==> src/rtl/mem_wb_stage_pkg.sv <==
// Shared encodings for the MEM/WB writeback path: GPR write select, writeback source, load type.
package mem_wb_stage_pkg;

   localparam int unsigned XLEN     = 32;
   localparam int unsigned REG_AW   = 5;
   localparam int unsigned SEL_W    = 2;
   localparam int unsigned SRC_W    = 2;
   localparam int unsigned LD_W_BITS = 3;
   localparam int unsigned RA_IDX   = 31;

   typedef enum logic [SEL_W-1:0] {
      GPR_NONE = 2'd0,
      GPR_RD   = 2'd1,
      GPR_RT   = 2'd2,
      GPR_RA   = 2'd3
   } gpr_sel_e;

   typedef enum logic [SRC_W-1:0] {
      WB_ALU  = 2'd0,
      WB_MEM  = 2'd1,
      WB_LINK = 2'd2
   } wb_src_e;

   typedef enum logic [LD_W_BITS-1:0] {
      LD_W  = 3'd0,
      LD_H  = 3'd1,
      LD_HU = 3'd2,
      LD_B  = 3'd3,
      LD_BU = 3'd4
   } ld_type_e;

endpackage

==> src/rtl/mem_wb_stage_load_ext.sv <==
// Sub-word load extraction from a word-aligned little-endian read; shared with the D-cache bypass.
module load_ext
   import mem_wb_stage_pkg::*;
(
   input  logic [XLEN-1:0]      dm_rdata,
   input  logic [1:0]           addr,
   input  logic [LD_W_BITS-1:0] ld_type,
   output logic [XLEN-1:0]      result
);

   logic [15:0] half;
   logic [7:0]  byte_sel;

   always_comb begin
      half     = addr[1] ? dm_rdata[31:16] : dm_rdata[15:0];
      byte_sel = dm_rdata[7:0];
      case (addr)
         2'd1:    byte_sel = dm_rdata[15:8];
         2'd2:    byte_sel = dm_rdata[23:16];
         2'd3:    byte_sel = dm_rdata[31:24];
         default: byte_sel = dm_rdata[7:0];
      endcase

      // Unknown load types fall back to a full word.
      case (ld_type)
         LD_H:    result = {{16{half[15]}}, half};
         LD_HU:   result = {16'd0, half};
         LD_B:    result = {{24{byte_sel[7]}}, byte_sel};
         LD_BU:   result = {24'd0, byte_sel};
         default: result = dm_rdata;
      endcase
   end

endmodule

==> src/rtl/mem_wb_stage.sv <==
// MEM/WB pipeline register: resolves the GPR destination, formats writeback data,
// exports the forwarding destination and counts retired instructions.
module mem_wb_stage
   import mem_wb_stage_pkg::*;
#(
   parameter int unsigned LINK_OFFSET = 4,
   parameter int unsigned CNT_W       = 32
) (
   input  logic                 clk,
   input  logic                 rst,
   input  logic                 stall,
   input  logic                 flush,
   input  logic [XLEN-1:0]      ex_mem_instruction,
   input  logic [XLEN-1:0]      ex_mem_pc,
   input  logic [XLEN-1:0]      ex_mem_alu_result,
   input  logic [XLEN-1:0]      dm_rdata,
   input  logic [SEL_W-1:0]     ex_mem_gpr_w_sel,
   input  logic [SRC_W-1:0]     ex_mem_wb_src,
   input  logic [LD_W_BITS-1:0] ex_mem_ld_type,
   output logic [XLEN-1:0]      mem_wb_instruction,
   output logic [SEL_W-1:0]     gpr_w_sel,
   output logic [XLEN-1:0]      gpr_w_data,
   output logic [REG_AW-1:0]    wb_dst,
   output logic                 wb_valid,
   output logic [CNT_W-1:0]     retired_count
);

   logic [XLEN-1:0]   load_data_c;
   logic [REG_AW-1:0] dst_c;
   logic [SEL_W-1:0]  sel_c;
   logic [XLEN-1:0]   data_c;
   logic              valid_c;

   load_ext u_load_ext (
      .dm_rdata (dm_rdata),
      .addr     (ex_mem_alu_result[1:0]),
      .ld_type  (ex_mem_ld_type),
      .result   (load_data_c)
   );

   // Destination resolution with $0 writes folded into "no write".
   always_comb begin
      dst_c = '0;
      sel_c = ex_mem_gpr_w_sel;
      case (ex_mem_gpr_w_sel)
         GPR_RD:  dst_c = ex_mem_instruction[15:11];
         GPR_RT:  dst_c = ex_mem_instruction[20:16];
         GPR_RA:  dst_c = REG_AW'(RA_IDX);
         default: dst_c = '0;
      endcase
      if (dst_c == '0) begin
         sel_c = GPR_NONE;
      end
   end

   // Writeback source select; unknown sources behave as ALU.
   always_comb begin
      case (ex_mem_wb_src)
         WB_MEM:  data_c = load_data_c;
         WB_LINK: data_c = ex_mem_pc + XLEN'(LINK_OFFSET);
         default: data_c = ex_mem_alu_result;
      endcase
      valid_c = (ex_mem_instruction != '0);
   end

   always_ff @(posedge clk) begin
      if (rst) begin
         mem_wb_instruction <= '0;
         gpr_w_sel          <= GPR_NONE;
         gpr_w_data         <= '0;
         wb_dst             <= '0;
         wb_valid           <= 1'b0;
         retired_count      <= '0;
      end else if (flush) begin
         mem_wb_instruction <= '0;
         gpr_w_sel          <= GPR_NONE;
         gpr_w_data         <= '0;
         wb_dst             <= '0;
         wb_valid           <= 1'b0;
      end else if (!stall) begin
         mem_wb_instruction <= ex_mem_instruction;
         gpr_w_sel          <= sel_c;
         gpr_w_data         <= data_c;
         wb_dst             <= dst_c;
         wb_valid           <= valid_c;
         if (valid_c) begin
            retired_count <= retired_count + CNT_W'(1);
         end
      end
   end

endmodule

==> config.mk <==
export PLATFORM = sky130hd
export DESIGN_NAME = mem_wb_stage
export DESIGN_NICKNAME = d
export VERILOG_FILES = /design/src/rtl/mem_wb_stage_pkg.sv /design/src/rtl/mem_wb_stage_load_ext.sv /design/src/rtl/mem_wb_stage.sv
export SDC_FILE = /design/constraint.sdc
export NUM_CORES = 1
export LEC_CHECK = 0
export CORE_MARGIN = 5
export CORE_UTILIZATION = 48
export CTS_BUF_LIST = sky130_fd_sc_hd__clkbuf_4
export DETAILED_ROUTE_END_ITERATION = 10
export GPL_ROUTABILITY_DRIVEN = 0
export PLACE_DENSITY = 0.88
export SLEW_MARGIN = 0
export SYNTH_ARGS = -nofsm -noshare
export SYNTH_HDL_FRONTEND = slang
export SYNTH_SLANG_ARGS = --single-unit
==> constraint.sdc <==
create_clock -name clk -period 3.5 [get_ports clk]
set_input_delay 0.7 -clock clk [delete_from_list [all_inputs] [get_ports clk]]
set_output_delay 0.7 -clock clk [all_outputs]
set_load 0.01 [all_outputs]
Yosys cells after proc, flatten, opt, wreduce, memory -nomap -nowiden
Cells that the tools add are included.
{ "classes": {"bitwise": 2, "n_reduce_logical": 4, "eq_ne": 12, "n_mux": 6, "addsub": 2} }
{ "op_table": {"columns": ["operator", "count"], "rows": [
  ["$pmux 32 s4", 1],
  ["$pmux 32 s2", 1],
  ["$add 32x1->32 const B", 1],
  ["$add 32x3->32 const B", 1],
  ["$reduce_bool 32->1", 1],
  ["$pmux 8 s3", 1],
  ["$mux 16", 1],
  ["$pmux 5 s3", 1],
  ["$eq 2x2->1 const B", 5],
  ["$eq 2x1->1 const B", 3],
  ["$eq 3x2->1 const B", 2],
  ["$logic_not 5->1", 1],
  ["$eq 3x1->1 const B", 1],
  ["$eq 3x3->1 const B", 1],
  ["$reduce_and 3->1", 1],
  ["$mux 2", 1],
  ["$not 1->1", 2],
  ["$reduce_or 2->1", 1]
]} }
{ "totals": {"inputBits": 139, "regBits": 104} }

Longest topological paths before layout
{ "logic_depth": {"depth_word": 4, "mapped_depth": 8, "mapped_depth_nobuf": 7} }

Cells and area by module
From an unflattened synthesis, not the netlist that was laid out.
{ "unflattened": {"hier_cells": 757, "area_unflattened_um2": 6344.8} }
{ "by_module_without_submodules": {"columns": ["mod", "cells_per_inst", "area_per_inst_um2", "instances"], "rows": [
  ["mem_wb_stage", 634, 5308.8, 1],
  ["load_ext", 123, 1036.0, 1]
]} }

Worst setup path before layout
Ideal clock, no wire load.
{ "synth_path": {"path_type": "input to register", "start": "in ex_mem_pc[2]", "end": "reg gpr_w_data[26]", "t_arrival_ns": 2.110, "setup_time_ns": 0.133, "path_slack_ns": 1.257, "path_stages": 7, "path_cell_list": "ha_1 > nand4_1 > or4_4 > buf_6 > o31a_1 > o21ai_1 > a31oi_1"} }
{ "synth_via": {"elab_chain_cells": 2} }
{ "synth_rtl": {"columns": ["element", "line_no", "text"], "rows": [
  ["start, declared", "mem_wb_stage.sv:14", "input logic [XLEN-1:0] ex_mem_pc,"],
  ["$add 32x3->32", "mem_wb_stage.sv:60", "WB_LINK: data_c = ex_mem_pc + XLEN'(LINK_OFFSET);"],
  ["$pmux 32 s2", "mem_wb_stage.sv:58", "case (ex_mem_wb_src)"],
  ["end signal, assigned", "mem_wb_stage.sv:83", "gpr_w_data <= data_c;"],
  ["end, declared", "mem_wb_stage.sv:22", "output logic [XLEN-1:0] gpr_w_data,"]
]} }
No other way between the ends.
A chain may end at the register's enable or synchronous reset.

Final worst setup path
{ "layout_path": {"start": "in ex_mem_ld_type[1]", "end": "reg gpr_w_data[7]"} }
{ "layout_via": {"elab_chain_cells": 3} }
{ "layout_rtl": {"columns": ["element", "line_no", "text"], "rows": [
  ["start, declared", "mem_wb_stage.sv:19", "input logic [LD_W_BITS-1:0] ex_mem_ld_type,"],
  ["$eq 3x3->1 (tied with other cells)", "mem_wb_stage_load_ext.sv:25", "case (ld_type)"],
  ["$pmux 32 s4 *", "mem_wb_stage_load_ext.sv:25", null],
  ["$pmux 32 s2 *", "mem_wb_stage.sv:58", null]
]} }
Every way passes the cells marked *; elsewhere a longest branch is shown, timed or not.

==> flow_metrics.py <==
metrics = {
    "run_status": {
        "status": "completed",
    },
    "sta": {
        "fin_crit_sh": 0.762,
        "report.final.slew_viol_count": 0,
        "min_period_ns": 2.67,
        "fmax_mhz": 375,
        "max_slew_margin": 0.341,
        "setup_viol": 0,
        "hold_viol_final": 0,
        "hold_slack_ns": 0.472,
        "rsz0062_at_grt": "no",
        "skew_ns": 0.00591,
        "setup_tns_ns": 0,
        "worst_pin_slew_ns": 0.988,
    },
    "global_routing": {
        "overflow": 0,
        "grt_max_degree": 50,
        "grt_usage": 0.284,
        "antenna_found_initial": 1,
        "grt_first_pass_wirelength_mm": 33.6,
        "grt_pass1_vias": 6363,
    },
    "floorplanning": {
        "die_h_um": 122,
        "core_area_mm2": 0.0121,
        "die_area_mm2": 0.0148,
        "start_util": 0.493,
        "die_x_um": 122,
        "row_count": 40,
        "num_io_pins": 243,
    },
    "final_layout": {
        "layout.nets": 1095,
        "utilization": 0.713,
        "drive_above_1_share": 0.0637,
        "mostFrequentLayoutCell": "clkdlybuf4s50_1",
        "final_cell_mix": "clkdlybuf4s50_1 (241), dfxtp_1 (104), nor2_1 (77)",
        "fillers": 988,
        "seq_area_mm2": 0.00208,
        "multi_input_area_mm2": 0.00358,
        "syn2layout_area_growth_pct": 44.6,
    },
    "worst_setup_path": {
        "start_kind": "input pin",
        "cp.required_ns": 3.81,
        "crit_chain": "clkdlybuf4s50_1 > nor3b_1 > a21oi_1 > a221o_1 > a221oi_1 > nor3_1",
        "reg2reg_depth": 5,
        "cpMaxStageDelayCell": "clkdlybuf4s50_1",
        "worstPathMaxFanout": 10,
        "path_class": "input pin to flop",
        "r2r_start": "retired_count[3]",
        "path_buf_inv": 1,
        "cp_num_cells": 6,
        "r2r_slack_ns": 1.41,
        "crit_path_end_kind": "flop",
        "arrival_ns": 2.97,
        "r2r-end": "retired_count[19]",
        "cpPeakStageDelay_ns": 0.59,
        "critPathTopFamily": "compound AO/OA/AOI/OAI gates",
    },
    "synth": {
        "syn-num-nets": 873,
        "synthArstFlopShare": 0,
        "ys.flop_type": "dfxtp_1",
        "synth-seq-area-share": 0.349,
        "synth-seq-cells": 104,
        "netlist_instances": 730,
        "syn_area_mm2": 0.00597,
        "yosysWarnings": 0,
        "synth_edf_count": 0,
        "yosysUniqueCellTypes": 68,
        "syn_avg_cell_area_um2": 8.18,
    },
    "power": {
        "ir_drop_mv": 0.128,
        "p_total_uw": 2480,
        "p_leak_uw": 0.00299,
        "powerDensity_mw_per_mm2": 287,
    },
    "min_path": {
        "min_to": "wb_dst[1]",
        "hp-class": "flop to flop",
        "hold_start": "wb_dst[1]",
        "min_path_cells": 2,
    },
    "clocking": {
        "ctsRootBufferMaster": "clkbuf_4",
        "ctsLongestPathBuffers": 2,
        "cts_resized": 0,
        "cts_buffers": 9,
        "cts.sinks": 104,
        "h-tree-depth": 3,
        "path_clk_slew_ns": 0.15,
        "ctsHoldBuffers": 0,
        "clock_latency_ns": 0.44,
        "cts_tree": "done",
        "postCtsSetupBuffers": 0,
    },
    "detailed_routing": {
        "vias_per_cell": 6.12,
        "drt-total-wl_mm": 22.3,
        "drt_iter0_drc": 719,
        "routedWlPerCell_um": 19.8,
        "dr.pass1.iters": 5,
        "drc": 0,
        "via_count": 6888,
        "antenna_left": 0,
    },
    "job": {
        "maxCapViolCount": 0,
    },
    "place": {
        "numPortBuffers": 242,
        "place.detailed.hpwl_mm": 17.4,
    },
}
where the power goes:
| part | leakage (uW) | internal [uW] | switching (uW) |
|---|---|---|---|
| combinational | 0.00207 | 318 | 309 |
| clock | 0.0000757 | 228 | 383 |
| sequential | 0.000845 | 1220 | 21.5 |
cell usage after synthesis (2+ instances only):
| cell type | instances | area [um^2] |
|---|---|---|
| clkbuf_1 | 35 | 131 |
| dlygate4sd1_1 | 3 | 26.3 |
| nand2_1 | 38 | 143 |
| and4_1 | 6 | 52.6 |
| nand3_1 | 20 | 100 |
| a211oi_1 | 3 | 22.5 |
| nand2b_1 | 3 | 18.8 |
| nand4_1 | 17 | 106 |
| o31a_1 | 5 | 43.8 |
| a21oi_1 | 49 | 245 |
| mux2_2 | 2 | 22.5 |
| inv_1 | 17 | 63.8 |
| o21ai_1 | 2 | 10.0 |
| o32ai_1 | 2 | 17.5 |
| xnor2_1 | 12 | 105 |
| o31ai_1 | 3 | 22.5 |
| o21a_1 | 7 | 52.6 |
| and2_1 | 2 | 12.5 |
| nor3_1 | 19 | 95.1 |
| or2_2 | 7 | 43.8 |
| clkbuf_8 | 2 | 27.5 |
| o22ai_1 | 12 | 75.1 |
| a221oi_1 | 13 | 114 |
| nor2b_1 | 7 | 43.8 |
| xor2_1 | 20 | 175 |
| a31oi_1 | 21 | 131 |
| buf_1 | 3 | 11.3 |
| or3b_2 | 2 | 17.5 |
| mux2i_1 | 41 | 410 |
| dfxtp_1 | 104 | 2080 |
| o221ai_1 | 19 | 166 |
| o21ai_0 | 60 | 300 |
| buf_2 | 4 | 20.0 |
| nor2_1 | 78 | 293 |
| o211ai_1 | 10 | 75.1 |
| and3_1 | 8 | 50.1 |
| or3_1 | 15 | 93.8 |
| a221o_1 | 3 | 30.0 |
| nor4_1 | 18 | 113 |
| o2111ai_1 | 5 | 43.8 |
| o221a_2 | 3 | 33.8 |
| ha_1 | 4 | 50.1 |
how the worst max path moves through the flow:
stage / from / end / slack (ns)
6_report: ex_mem_ld_type[1] / gpr_w_data[7] / 0.83
5_1_grt: ex_mem_instruction[16] / retired_count[19] / 0.73
4_1_cts: ex_mem_pc[2] / gpr_w_data[18] / 0.92
3_5_place_dp: ex_mem_pc[2] / gpr_w_data[18] / 0.41
3_3_place_gp: ex_mem_ld_type[2] / gpr_w_data[7] / 0.49
2_1_floorplan: ex_mem_pc[2] / gpr_w_data[26] / 1.26
cell type report:
type / instances / area share
antenna: 1 / 0.000290
clock buffer: 11 / 0.00956
clock inverter: 5 / 0.00551
inverter: 18 / 0.00782
multi-input combinational: 558 / 0.415
sequential: 104 / 0.241
tap: 168 / 0.0243
timing repair buffer: 261 / 0.296
routing by layer:
metal	wire length, um	track usage
met2	10400	0.478
met5	0	0
met3	2600	0.0617
met4	744	0.106
met1	8530	0.357
worst register-to-register path: cells and delay by family (launching register included):
family	cells	cell delay, ns
AND/OR/NAND/NOR	3	1.01
AO/OA/AOI/OAI	2	0.53
flip-flops	1	0.48
flip-flops by register name (all words and copies together) (netlist names):
register,flops
mem_wb_instruction,32
retired_count,32
wb_dst,5
gpr_w_sel,2
wb_valid,1
gpr_w_data,32
cells by family after synthesis:
| group | Yosys count | synth area share |
|---|---|---|
| AOI/OAI and AO/OA | 226 | 0.247 |
| DFF | 104 | 0.349 |
| adders and majority gates | 5 | 0.0101 |
| and+or+nand+nor | 251 | 0.219 |
| muxes | 44 | 0.0763 |
| xor gates and xnor gates | 32 | 0.0469 |
| buffers and inverters | 68 | 0.0516 |
through the flow:
step | instances | worst slack (ns) | cell area, um^2
3_5_place_dp | 1109 | 0.414 | 8500
5_1_grt | 1126 | 0.734 | 8640
4_1_cts | 1125 | 0.921 | 8630
2_1_floorplan | 730 | 1.26 | 5970
3_3_place_gp | 1109 | 0.494 | 8500
6_report | 1126 | 0.834 | 8640
No activity file was read; power rests on OpenSTA's default activity.
